`config.mk`:
```
export PLATFORM = sky130hd
export DESIGN_NAME = ir_nec_rx_flat
export DESIGN_NICKNAME = d
export VERILOG_FILES = /design/src/rtl/ir_nec_pkg.sv /design/src/rtl/ir_nec_rx_if.sv /design/src/rtl/ir_glitch_filter.sv /design/src/rtl/ir_nec_rx.sv /design/src/flat_wrapper.sv
export SDC_FILE = /design/constraint.sdc
export NUM_CORES = 1
export LEC_CHECK = 0
export CORE_MARGIN = 2
export CORE_UTILIZATION = 45
export CTS_BUF_LIST = sky130_fd_sc_hd__clkbuf_16
export CTS_CLUSTER_SIZE = 10
export DETAILED_ROUTE_END_ITERATION = 12
export GPL_TIMING_DRIVEN = 0
export PLACE_DENSITY = 0.68
export REMOVE_ABC_BUFFERS = 1
export SLEW_MARGIN = 10
export SYNTH_ARGS = -nofsm -noshare
export SYNTH_HDL_FRONTEND = slang
export SYNTH_HIERARCHICAL = 1
export SYNTH_SLANG_ARGS = --single-unit
```
`constraint.sdc`:
```
create_clock -name clk -period 3.7 [get_ports clk]
set_input_delay 0.555 -clock clk [delete_from_list [all_inputs] [get_ports clk]]
set_output_delay 0.555 -clock clk [all_outputs]
set_load 0.05 [all_outputs]
```
`src/rtl/ir_nec_pkg.sv`:
```
// Shared types and timing constants for the NEC infrared receiver.
// All durations are expressed in 10 us ticks.
package ir_nec_pkg;

  typedef enum logic [2:0] {
    ST_IDLE,
    ST_LEAD_MARK,
    ST_LEAD_SPACE,
    ST_BIT_MARK,
    ST_BIT_SPACE,
    ST_STOP_MARK,
    ST_RPT_MARK,
    ST_PUBLISH
  } state_t;

  localparam int TICK_HZ = 100_000;

  localparam int NOM_LEAD_MARK  = 900;
  localparam int NOM_LEAD_SPACE = 450;
  localparam int NOM_RPT_SPACE  = 225;
  localparam int NOM_BIT_MARK   = 56;
  localparam int NOM_ZERO_SPACE = 56;
  localparam int NOM_ONE_SPACE  = 169;

  localparam int                DUR_W      = 12;
  localparam logic [DUR_W-1:0]  DUR_MAX    = 12'hFFF;
  localparam int                IDLE_W     = 14;
  localparam int                HOLD_TICKS = 12000;

  // Lower (upper=0) or upper (upper=1) edge of the acceptance window around nom.
  function automatic logic [DUR_W-1:0] win_bound(input int nom, input int tol_pct,
                                                 input bit upper);
    int pct;
    pct = upper ? (100 + tol_pct) : (100 - tol_pct);
    return DUR_W'((nom * pct) / 100);
  endfunction

  function automatic logic in_window(input logic [DUR_W-1:0] d,
                                     input logic [DUR_W-1:0] lo,
                                     input logic [DUR_W-1:0] hi);
    return (d >= lo) && (d <= hi);
  endfunction

endpackage

```
`src/rtl/ir_nec_rx_if.sv`:
```
// Result handshake between the NEC receiver and its command consumer.
interface ir_nec_rx_if;
  logic        valid;
  logic        ready;
  logic [31:0] data;
  logic [7:0]  addr;
  logic [7:0]  cmd;
  logic        is_repeat;

  modport master (output valid, data, addr, cmd, is_repeat, input ready);
  modport slave  (input valid, data, addr, cmd, is_repeat, output ready);
endinterface

```
`src/rtl/ir_glitch_filter.sv`:
```
// Synchronises the raw receiver output, normalises it to "mark", and only
// accepts a new level after it has persisted for GLITCH_CYC samples.
module ir_glitch_filter #(
  parameter int GLITCH_CYC    = 64,
  parameter bit IR_ACTIVE_LOW = 1'b1
) (
  input  logic clk,
  input  logic rst_n,
  input  logic ir_in,
  output logic mark_rise,
  output logic mark_fall
);

  localparam int   CW         = $clog2(GLITCH_CYC + 1);
  localparam logic IDLE_LEVEL = IR_ACTIVE_LOW ? 1'b1 : 1'b0;

  logic [1:0]    sync_q;
  logic          raw_mark;
  logic          mark_q;
  logic [CW-1:0] cnt_q;

  assign raw_mark = IR_ACTIVE_LOW ? ~sync_q[1] : sync_q[1];

  // Any sample agreeing with the accepted level restarts the persistence count.
  always_ff @(posedge clk) begin
    if (!rst_n) begin
      sync_q    <= {2{IDLE_LEVEL}};
      cnt_q     <= '0;
      mark_q    <= 1'b0;
      mark_rise <= 1'b0;
      mark_fall <= 1'b0;
    end else begin
      sync_q    <= {sync_q[0], ir_in};
      mark_rise <= 1'b0;
      mark_fall <= 1'b0;
      if (raw_mark == mark_q) begin
        cnt_q <= '0;
      end else if (cnt_q == CW'(GLITCH_CYC - 1)) begin
        cnt_q     <= '0;
        mark_q    <= raw_mark;
        mark_rise <= raw_mark;
        mark_fall <= ~raw_mark;
      end else begin
        cnt_q <= cnt_q + CW'(1);
      end
    end
  end

endmodule

```
`src/rtl/ir_nec_rx.sv`:
```
// NEC infrared frame and repeat-code decoder with inverse-byte checking and
// a valid/ready result register.
module ir_nec_rx
  import ir_nec_pkg::*;
#(
  parameter int CLK_HZ        = 25_000_000,
  parameter int TOL_PCT       = 25,
  parameter int GLITCH_CYC    = 64,
  parameter bit IR_ACTIVE_LOW = 1'b1,
  parameter bit CHECK_INV     = 1'b1,
  parameter bit REPEAT_EN     = 1'b1
) (
  input  logic        clk,
  input  logic        rst_n,
  input  logic        enable,
  input  logic        ir_in,
  ir_nec_rx_if.master bus,
  output logic        err,
  output logic [7:0]  err_cnt,
  output logic        busy
);

  localparam int DIV = CLK_HZ / TICK_HZ;
  localparam int PW  = (DIV > 1) ? $clog2(DIV) : 1;

  localparam logic [DUR_W-1:0] LM_LO = win_bound(NOM_LEAD_MARK,  TOL_PCT, 1'b0);
  localparam logic [DUR_W-1:0] LM_HI = win_bound(NOM_LEAD_MARK,  TOL_PCT, 1'b1);
  localparam logic [DUR_W-1:0] LS_LO = win_bound(NOM_LEAD_SPACE, TOL_PCT, 1'b0);
  localparam logic [DUR_W-1:0] LS_HI = win_bound(NOM_LEAD_SPACE, TOL_PCT, 1'b1);
  localparam logic [DUR_W-1:0] RS_LO = win_bound(NOM_RPT_SPACE,  TOL_PCT, 1'b0);
  localparam logic [DUR_W-1:0] RS_HI = win_bound(NOM_RPT_SPACE,  TOL_PCT, 1'b1);
  localparam logic [DUR_W-1:0] BM_LO = win_bound(NOM_BIT_MARK,   TOL_PCT, 1'b0);
  localparam logic [DUR_W-1:0] BM_HI = win_bound(NOM_BIT_MARK,   TOL_PCT, 1'b1);
  localparam logic [DUR_W-1:0] ZS_LO = win_bound(NOM_ZERO_SPACE, TOL_PCT, 1'b0);
  localparam logic [DUR_W-1:0] ZS_HI = win_bound(NOM_ZERO_SPACE, TOL_PCT, 1'b1);
  localparam logic [DUR_W-1:0] OS_LO = win_bound(NOM_ONE_SPACE,  TOL_PCT, 1'b0);
  localparam logic [DUR_W-1:0] OS_HI = win_bound(NOM_ONE_SPACE,  TOL_PCT, 1'b1);

  logic              mark_rise;
  logic              mark_fall;
  logic [PW-1:0]     pre_q;
  logic              tick;
  logic [DUR_W-1:0]  dur_q;
  logic              dur_sat;

  state_t            state_q;
  state_t            next_state;
  logic [4:0]        bit_idx_q;
  logic [31:0]       shift_q;
  logic              rpt_q;
  logic [31:0]       last_q;
  logic              have_last_q;
  logic [IDLE_W-1:0] idle_q;

  logic              valid_q;
  logic [31:0]       data_q;
  logic              rpt_out_q;
  logic              err_q;
  logic [7:0]        err_cnt_q;

  logic              decode_err;
  logic              shift_en;
  logic              shift_val;
  logic              bit_clr;
  logic              set_rpt;
  logic              inv_ok;
  logic              pub_ok;
  logic              pub_err;
  logic [31:0]       pub_data;
  logic              pub_rpt;
  logic              load;
  logic              overrun;
  logic              err_evt;

  ir_glitch_filter #(
    .GLITCH_CYC    (GLITCH_CYC),
    .IR_ACTIVE_LOW (IR_ACTIVE_LOW)
  ) u_filter (
    .clk       (clk),
    .rst_n     (rst_n),
    .ir_in     (ir_in),
    .mark_rise (mark_rise),
    .mark_fall (mark_fall)
  );

  assign tick    = (pre_q == PW'(DIV - 1));
  assign dur_sat = (dur_q == DUR_MAX);

  // dur always holds the length of the segment that the current edge terminates.
  always_ff @(posedge clk) begin
    if (!rst_n) begin
      pre_q <= '0;
      dur_q <= '0;
    end else begin
      pre_q <= tick ? '0 : pre_q + PW'(1);
      if (mark_rise || mark_fall) begin
        dur_q <= '0;
      end else if (tick && !dur_sat) begin
        dur_q <= dur_q + 12'd1;
      end
    end
  end

  always_comb begin
    next_state = state_q;
    decode_err = 1'b0;
    shift_en   = 1'b0;
    shift_val  = 1'b0;
    bit_clr    = 1'b0;
    set_rpt    = 1'b0;
    case (state_q)
      ST_IDLE: begin
        if (mark_rise) next_state = ST_LEAD_MARK;
      end
      ST_LEAD_MARK: begin
        if (mark_fall) begin
          if (in_window(dur_q, LM_LO, LM_HI)) next_state = ST_LEAD_SPACE;
          else                                decode_err = 1'b1;
        end
      end
      ST_LEAD_SPACE: begin
        if (mark_rise) begin
          if (in_window(dur_q, LS_LO, LS_HI)) begin
            next_state = ST_BIT_MARK;
            bit_clr    = 1'b1;
          end else if (REPEAT_EN && in_window(dur_q, RS_LO, RS_HI)) begin
            next_state = ST_RPT_MARK;
            set_rpt    = 1'b1;
          end else begin
            decode_err = 1'b1;
          end
        end
      end
      ST_BIT_MARK: begin
        if (mark_fall) begin
          if (in_window(dur_q, BM_LO, BM_HI)) next_state = ST_BIT_SPACE;
          else                                decode_err = 1'b1;
        end
      end
      ST_BIT_SPACE: begin
        if (mark_rise) begin
          if (in_window(dur_q, ZS_LO, ZS_HI)) begin
            shift_en = 1'b1;
          end else if (in_window(dur_q, OS_LO, OS_HI)) begin
            shift_en  = 1'b1;
            shift_val = 1'b1;
          end else begin
            decode_err = 1'b1;
          end
          if (shift_en) next_state = (bit_idx_q == 5'd31) ? ST_STOP_MARK : ST_BIT_MARK;
        end
      end
      ST_STOP_MARK, ST_RPT_MARK: begin
        if (mark_fall) begin
          if (in_window(dur_q, BM_LO, BM_HI)) next_state = ST_PUBLISH;
          else                                decode_err = 1'b1;
        end
      end
      ST_PUBLISH: next_state = ST_IDLE;
      default:    next_state = ST_IDLE;
    endcase

    if (dur_sat && (state_q != ST_IDLE) && (state_q != ST_PUBLISH)) decode_err = 1'b1;

    if (decode_err) begin
      next_state = ST_IDLE;
      shift_en   = 1'b0;
      bit_clr    = 1'b0;
      set_rpt    = 1'b0;
    end

    // Disabling silently discards whatever was in flight.
    if (!enable) begin
      next_state = ST_IDLE;
      decode_err = 1'b0;
      shift_en   = 1'b0;
      bit_clr    = 1'b0;
      set_rpt    = 1'b0;
    end
  end

  assign inv_ok = !CHECK_INV ||
                  ((shift_q[15:8] == ~shift_q[7:0]) && (shift_q[31:24] == ~shift_q[23:16]));

  always_comb begin
    pub_ok   = 1'b0;
    pub_err  = 1'b0;
    pub_data = shift_q;
    pub_rpt  = 1'b0;
    if ((state_q == ST_PUBLISH) && enable) begin
      if (rpt_q) begin
        if (have_last_q) begin
          pub_ok   = 1'b1;
          pub_data = last_q;
          pub_rpt  = 1'b1;
        end else begin
          pub_err = 1'b1;
        end
      end else if (inv_ok) begin
        pub_ok = 1'b1;
      end else begin
        pub_err = 1'b1;
      end
    end
  end

  assign load    = pub_ok && (!valid_q || bus.ready);
  assign overrun = pub_ok && !load;
  assign err_evt = decode_err || pub_err || overrun;

  always_ff @(posedge clk) begin
    if (!rst_n) begin
      state_q   <= ST_IDLE;
      bit_idx_q <= '0;
      shift_q   <= '0;
      rpt_q     <= 1'b0;
    end else begin
      state_q <= next_state;
      if (bit_clr) begin
        bit_idx_q <= '0;
        rpt_q     <= 1'b0;
      end else if (shift_en) begin
        bit_idx_q <= bit_idx_q + 5'd1;
        shift_q   <= {shift_val, shift_q[31:1]};
      end
      if (set_rpt) rpt_q <= 1'b1;
    end
  end

  // A remembered frame expires once no decode has succeeded for HOLD_TICKS.
  always_ff @(posedge clk) begin
    if (!rst_n) begin
      last_q      <= '0;
      have_last_q <= 1'b0;
      idle_q      <= '0;
    end else begin
      if (pub_ok) begin
        idle_q <= '0;
      end else if (tick && (idle_q != {IDLE_W{1'b1}})) begin
        idle_q <= idle_q + 14'd1;
      end
      if (pub_ok && !rpt_q) begin
        last_q      <= shift_q;
        have_last_q <= 1'b1;
      end else if (idle_q >= IDLE_W'(HOLD_TICKS)) begin
        have_last_q <= 1'b0;
      end
    end
  end

  always_ff @(posedge clk) begin
    if (!rst_n) begin
      valid_q   <= 1'b0;
      data_q    <= '0;
      rpt_out_q <= 1'b0;
      err_q     <= 1'b0;
      err_cnt_q <= '0;
    end else begin
      if (load) begin
        valid_q   <= 1'b1;
        data_q    <= pub_data;
        rpt_out_q <= pub_rpt;
      end else if (valid_q && bus.ready) begin
        valid_q <= 1'b0;
      end
      err_q <= err_evt;
      if (err_evt && (err_cnt_q != 8'hFF)) err_cnt_q <= err_cnt_q + 8'd1;
    end
  end

  assign bus.valid     = valid_q;
  assign bus.data      = data_q;
  assign bus.addr      = data_q[7:0];
  assign bus.cmd       = data_q[23:16];
  assign bus.is_repeat = rpt_out_q;
  assign err           = err_q;
  assign err_cnt       = err_cnt_q;
  assign busy          = (state_q != ST_IDLE);

endmodule

```
`src/flat_wrapper.sv`:
```
// flat-port wrapper written by rule: the top's interface ports become plain ports
module ir_nec_rx_flat import ir_nec_pkg::*;
#(
  parameter int CLK_HZ        = 25_000_000,
  parameter int TOL_PCT       = 25,
  parameter int GLITCH_CYC    = 64,
  parameter bit IR_ACTIVE_LOW = 1'b1,
  parameter bit CHECK_INV     = 1'b1,
  parameter bit REPEAT_EN     = 1'b1
)
  (clk, rst_n, enable, ir_in, err, err_cnt, busy, bus_valid, bus_data, bus_addr, bus_cmd, bus_is_repeat, bus_ready);
  ir_nec_rx_if bus_i ();
  input  logic clk;
  input  logic rst_n;
  input  logic enable;
  input  logic ir_in;
  output logic err;
  output logic [7:0] err_cnt;
  output logic busy;
  output wire logic [$bits(bus_i.valid)-1:0] bus_valid;
  output wire logic [$bits(bus_i.data)-1:0] bus_data;
  output wire logic [$bits(bus_i.addr)-1:0] bus_addr;
  output wire logic [$bits(bus_i.cmd)-1:0] bus_cmd;
  output wire logic [$bits(bus_i.is_repeat)-1:0] bus_is_repeat;
  input wire logic [$bits(bus_i.ready)-1:0] bus_ready;
  assign bus_valid = bus_i.valid;
  assign bus_data = bus_i.data;
  assign bus_addr = bus_i.addr;
  assign bus_cmd = bus_i.cmd;
  assign bus_is_repeat = bus_i.is_repeat;
  assign bus_i.ready = bus_ready;
  ir_nec_rx #(.CLK_HZ(CLK_HZ), .TOL_PCT(TOL_PCT), .GLITCH_CYC(GLITCH_CYC), .IR_ACTIVE_LOW(IR_ACTIVE_LOW), .CHECK_INV(CHECK_INV), .REPEAT_EN(REPEAT_EN)) u_core (.clk(clk), .rst_n(rst_n), .enable(enable), .ir_in(ir_in), .bus(bus_i), .err(err), .err_cnt(err_cnt), .busy(busy));
endmodule
```
==> qor.txt, run 1 <==
ys async rst share = 0
drt drc = 0
Rel. slew slack = 0.377
Initial Util = 0.456
Vias/cell = 5.26
highest net fanout along the worst path = 12
Cell Area, Placed = 8260 um2
reg2reg start = u_core/dur_q[6]
RSZ-0062 raised after global routing = no
Routed WL = 15.0 mm
FMAX = 318 MHz
Required @ worst endpoint = 4050 ps
layout cells sized above 1 = 0.0647
Hold Path Class = reg2reg
Clock Sinks = 163
sequential share of the synthesized area = 0.434
CTS tree = done
setup slack, reg-to-reg = 560 ps
minimum clock period = 3140 ps
post-layout util = 0.536
WHS Path Cells = 1
count of hold-fix buffers inserted at cts = 0
largest net degree at the start of global routing = 75
area of the core = 16500 um2
post-synth top area cell = dfxtp_1
Final Hold Violating Endpoints = 0
Worst Tran Pin Value = 932 ps
final setup violation count = 0
CTS buffer count = 17
Ant. Diodes = 0
DR WL/cell = 13.5 um
Filler Cells Inserted = 1534
Slew Limit Fails = 0
Worst Setup Start Kind = flip-flop
Synth top area share = 0.434
I/O pin count = 65
setup bufs post-CTS = 0
CP Class = reg2reg
Synth Instances = 859
global route overflow = 0
Netlist Area Pre-Place = 7520 um2
routed vias = 5872
worst skew pair latency = 430 ps
DR pass1 iterations = 4
synth top area cells = dfxtp_1, mux2i_1, nor2_1, nand2_1, xnor2_1
Hold EP = u_core/u_filter/sync_q[1]
vias in the first global route = 5390
GPL Wtd Cong = 0.828
dpl hpwl = 10.0 mm
Pwr Density = 399 nW/um2
Hold Path Origin = u_core/u_filter/sync_q[0]
ys flop type = dfxtp_1
VDD IR max = 345 uV
FF-to-FF path depth = 8
Syn-to-layout area delta = 17.5%
WP data arrival = 3490 ps
Final Skew = 15.1 ps
Die X = 133 um
EDFF count, synth = 0
synth unique cells = 58
antenna-violating nets left = 0
Final nets = 900
clk slew on worst S/H paths = 60 ps
Die Ht = 133 um
Design Area, Final = 8830 um2
final hold slack = 415 ps
top cells by count, synth = dfxtp_1, nor2_1, nand2_1
TNS Setup = 0 ps
max-cap viol count = 0
most common cell in the netlist = dfxtp_1
number of synthesized register bits = 163
crit share post-route = 0.849
Mean Syn Cell Area = 8.75 um2
Port Buf Inserts = 64
Tot GR Track Use = 0.174
reg-to-reg endpoint = u_core/bit_idx_q[3]
die area = 17800 um2
number of cells upsized or downsized after cts = 0
status = completed
DR iter-0 viols = 506
Worst setup EP type = flip-flop
Pleak = 0.00278 uW
Root Driver = clkbuf_16
first-pass GRT wire length = 25.7 mm
FP Rows = 47
Yosys warnings = 6
initial antenna violation count = 0
H-tree depth = 4
clock buffer depth = 2
==> worst max-delay path, cell delays in order, from the launching register on <==
cell     delay [ps]
dfxtp_1         570
inv_1           200
or4_1           540
a21oi_1         290
and3b_1         250
a21oi_1         190
nand3_1         280
or4_1           580
o22ai_1         160
==> where the power goes <==
part / switching [uW] / internal (uW)
clock network: 770 / 943
registers: 3.54 / 1760
logic: 37.6 / 13.8
total: 811 / 2710
==> stage by stage <==
| stage | worst slack [ps] | power [uW] | std cells |
|---|---|---|---|
| after floorplan | -945 | 1830 | 792 |
| after global placement | -3500 | 1850 | 1076 |
| after detailed placement | 167 | 1850 | 1084 |
| after CTS | 145 | 3560 | 1116 |
| after global routing | 244 | 3650 | 1116 |
| final | 558 | 3530 | 1116 |
==> worst max path at each step <==
stage	startpoint	end	slack, ps	depth (start not counted)
floorplan	u_core/state_q[0]	u_core/bus.data[0]	-950	4
global placement	enable	u_core/bus.data[19]	-3500	5
detailed placement	u_core/dur_q[6]	u_core/bit_idx_q[1]	170	8
CTS	u_core/dur_q[6]	u_core/bit_idx_q[1]	150	8
global route	u_core/dur_q[6]	u_core/bit_idx_q[3]	240	8
finish	u_core/dur_q[6]	u_core/bit_idx_q[3]	560	8
==> flip-flops by register name (all words and copies together) (netlist names), 3 cells and up <==
signal,count
u_core/pre_q,8
u_core/state_q,3
u_core/shift_q,32
u_core/err_cnt,8
u_core/dur_q,12
u_core/bit_idx_q,5
u_core/u_filter/cnt_q,7
u_core/idle_q,14
u_core/bus.data,32
u_core/last_q,32
==> cell families after synthesis <==
family	after synthesis	synth area share
xor gates and xnor gates	47	0.0548
AOI/OAI and AO/OA	130	0.122
muxes	73	0.0972
buffers and inverters	82	0.0516
DFF	163	0.434
adders and majority gates	12	0.0200
and+or+nand+nor	352	0.221
==> cell usage in the layout, fill, tap and decap left out, types with 5 or more instances in the layout <==
| master | netlist | routed |
|---|---|---|
| a211oi_1 | 33 | 33 |
| a21o_1 | 5 | 5 |
| a21oi_1 | 52 | 52 |
| and3_1 | 10 | 10 |
| clkbuf_16 | 0 | 17 |
| clkdlybuf4s50_1 | 0 | 64 |
| dfxtp_1 | 163 | 163 |
| ha_1 | 12 | 12 |
| inv_1 | 14 | 15 |
| inv_6 | 0 | 7 |
| mux2i_1 | 73 | 73 |
| nand2_1 | 109 | 109 |
| nand2b_1 | 9 | 9 |
| nand3_1 | 25 | 25 |
| nand4_1 | 10 | 10 |
| nor2_1 | 117 | 116 |
| nor3_1 | 16 | 15 |
| nor4_1 | 10 | 10 |
| o21a_1 | 5 | 5 |
| o21ai_0 | 7 | 7 |
| o31ai_1 | 6 | 6 |
| or3_1 | 7 | 7 |
| or4_1 | 8 | 8 |
| xnor2_1 | 31 | 31 |
| xor2_1 | 16 | 16 |
==> layout make-up <==
class                   instances  area (um2)  share of cell area
multi-input cells             614        3890               0.440
flip-flops and latches        163        3260               0.369
repair buffers                 72         777              0.0880
clock buffers                  17         425              0.0482
well taps                     220         275              0.0312
clock inverters                15         148              0.0167
inverters                      15        58.8             0.00666
==> metal layers <==
layer	share of wire	wire length, um	global-route usage
met5	0	0	0
met4	0.013	194	0.0638
met3	0.037	560	0.0369
met2	0.45	6820	0.272
met1	0.50	7440	0.239
No activity file was read; power rests on OpenSTA's default activity.
==> run 2: changes to the inputs <==
- PLACE_DENSITY: 0.68 -> 0.7
- clock period: 3.7 -> 2.8 ns (I/O delays scaled with it)
==> run 2 against run 1 <==
  * Hold slack got worse by 3.9 ps
  * Flip-flop and latch count unchanged
  * Die area is the same
  * Critical endpoint is now u_core/err_cnt[3]
  * Register-to-register slack lost 530 ps
  * Power up 34%
  * Largest cell class unchanged
  * Fmax rose by 13%
==> qor.txt, run 2 (synthesis gave the netlist of run 1 again) <==
drt drc = 0
beginning of the critical path = u_core/dur_q[7]
Pleak = 0.00293 uW
WP data arrival = 3120 ps
Root Driver = clkbuf_16
largest net degree at the start of global routing = 60
FF-to-FF path depth = 8
die area = 17800 um2
setup slack, reg-to-reg = 30 ps
Buffers & Inverters on Critical Path = 0
highest net fanout along the worst path = 8
DR WL/cell = 14.0 um
Routed WL = 15.9 mm
CTS tree = done
Initial Util = 0.456
H-tree depth = 4
Final Hold Violating Endpoints = 0
Required @ worst endpoint = 3150 ps
CP max stage delay = 590 ps
DR iter-0 viols = 490
Die Ht = 133 um
Final nets = 918
Vias/cell = 5.36
clk slew on worst S/H paths = 70 ps
TNS Setup = 0 ps
CP Class = reg2reg
GPL Wtd Cong = 0.860
routed vias = 6073
Port Buf Inserts = 64
Design Power = 4730 uW
first-pass GRT wire length = 26.2 mm
Placed Cells = 1083
most used cell, CP = a2111oi_4
slowest library cell on the worst path = or4_4
Worst Tran Pin Value = 956 ps
I/O pin count = 65
cell-by-cell trace of the critical path = or4_4 > a2111oi_4 > o21bai_4 > a2111oi_4 > o221ai_2 > and3b_4 > or4_1 > a21oi_1
initial antenna violation count = 0
Tot GR Track Use = 0.180
Crit. path cell count = 8
Syn-to-layout area delta = 22.3%
status = completed
FP Rows = 47
RSZ-0062 raised after global routing = yes
clock buffer depth = 2
FMAX = 360 MHz
final setup violation count = 0
Clock Sinks = 163
Hold Path Class = reg2reg
antenna-violating nets left = 0
commonest non-fill, non-tap cell in the layout = dfxtp_1
Worst setup EP type = flip-flop
area of the core = 16500 um2
Final Skew = 9.67 ps
max-cap viol count = 0
minimum clock period = 2770 ps
dpl hpwl = 9.96 mm
layout cells sized above 1 = 0.116
Worst Setup Start Kind = flip-flop
VDD IR max = 423 uV
vias in the first global route = 5390
reg2reg start = u_core/dur_q[7]
worst setup path endpoint = u_core/err_cnt[3]
Die X = 133 um
reg-to-reg endpoint = u_core/err_cnt[3]
most frequent cells in the layout = dfxtp_1, nor2_1, nand2_1
crit share post-route = 0.991
worst skew pair latency = 420 ps
DR pass1 iterations = 5
Largest delay share family, worst path = simple AND/OR/NAND/NOR gates
Ant. Diodes = 0
global route overflow = 0
CTS buffer count = 17
Rel. slew slack = 0.361
Post-Layout Cell Count = 1134
count of hold-fix buffers inserted at cts = 0
Pwr Density = 515 nW/um2
Slew Limit Fails = 0
run 2: cell types whose count changed in the layout (fill, tap and decap cells not counted), sizes merged:
cell | previous run | this run
clkinvlp | 2 | 3
nor2b | 4 | 5
inv | 23 | 24
buf | 8 | 24
nand3b | 4 | 5
bufinv | 1 | 2
clkinv | 4 | 1
run 2: how the worst min path moves through the flow:
stage / from / endpoint / cells past startpoint
after floorplan: u_core/u_filter/sync_q[0] / u_core/u_filter/sync_q[1] / 1
after global placement: u_core/u_filter/sync_q[0] / u_core/u_filter/sync_q[1] / 1
after detailed placement: u_core/u_filter/sync_q[0] / u_core/u_filter/sync_q[1] / 1
after CTS: u_core/u_filter/sync_q[0] / u_core/u_filter/sync_q[1] / 1
after global routing: u_core/u_filter/sync_q[0] / u_core/u_filter/sync_q[1] / 1
final: u_core/u_filter/sync_q[0] / u_core/u_filter/sync_q[1] / 1
run 2: repair_timing:
| item | CTS | global route |
|---|---|---|
| buffers inserted | 6 | 11 |
| endpoints found under the setup margin | 84 | 126 |
| gates resized for setup | 18 | 29 |
| gates cloned | 2 | 0 |
| pin swaps | 5 | 16 |
run 2: final cells by class:
cell class / count / area, um2
multi-input cells: 616 / 4070
flip-flops and latches: 163 / 3290
clock inverters: 15 / 171
fillers: 1480 / 7280
well taps: 220 / 275
clock buffers: 17 / 425
inverters: 15 / 58.8
repair buffers: 88 / 902
run 2: stage by stage:
stage	cell area [um2]	hold slack (ps)	setup slack (ps)	utilization
after global placement	8100	394	-4140	0.492
after global routing	9190	440	-53.2	0.558
final	9190	411	25.7	0.558
after CTS	8950	417	-156	0.544
after detailed placement	8230	399	-675	0.500
after floorplan	7180	386	-1850	-
run 2: metal layers:
metal / vias to the layer above / wire length [um] / global-route usage
met5: - / 0 / 0
met4: 0 / 194 / 0.0615
met3: 18 / 621 / 0.0392
met2: 132 / 7380 / 0.281
met1: 2843 / 7680 / 0.247
li1: 3080 / - / -
run 2: power by group:
group          switching, uW  internal, uW
registers               4.94          2320
clock network            991          1340
logic                   54.5          21.1
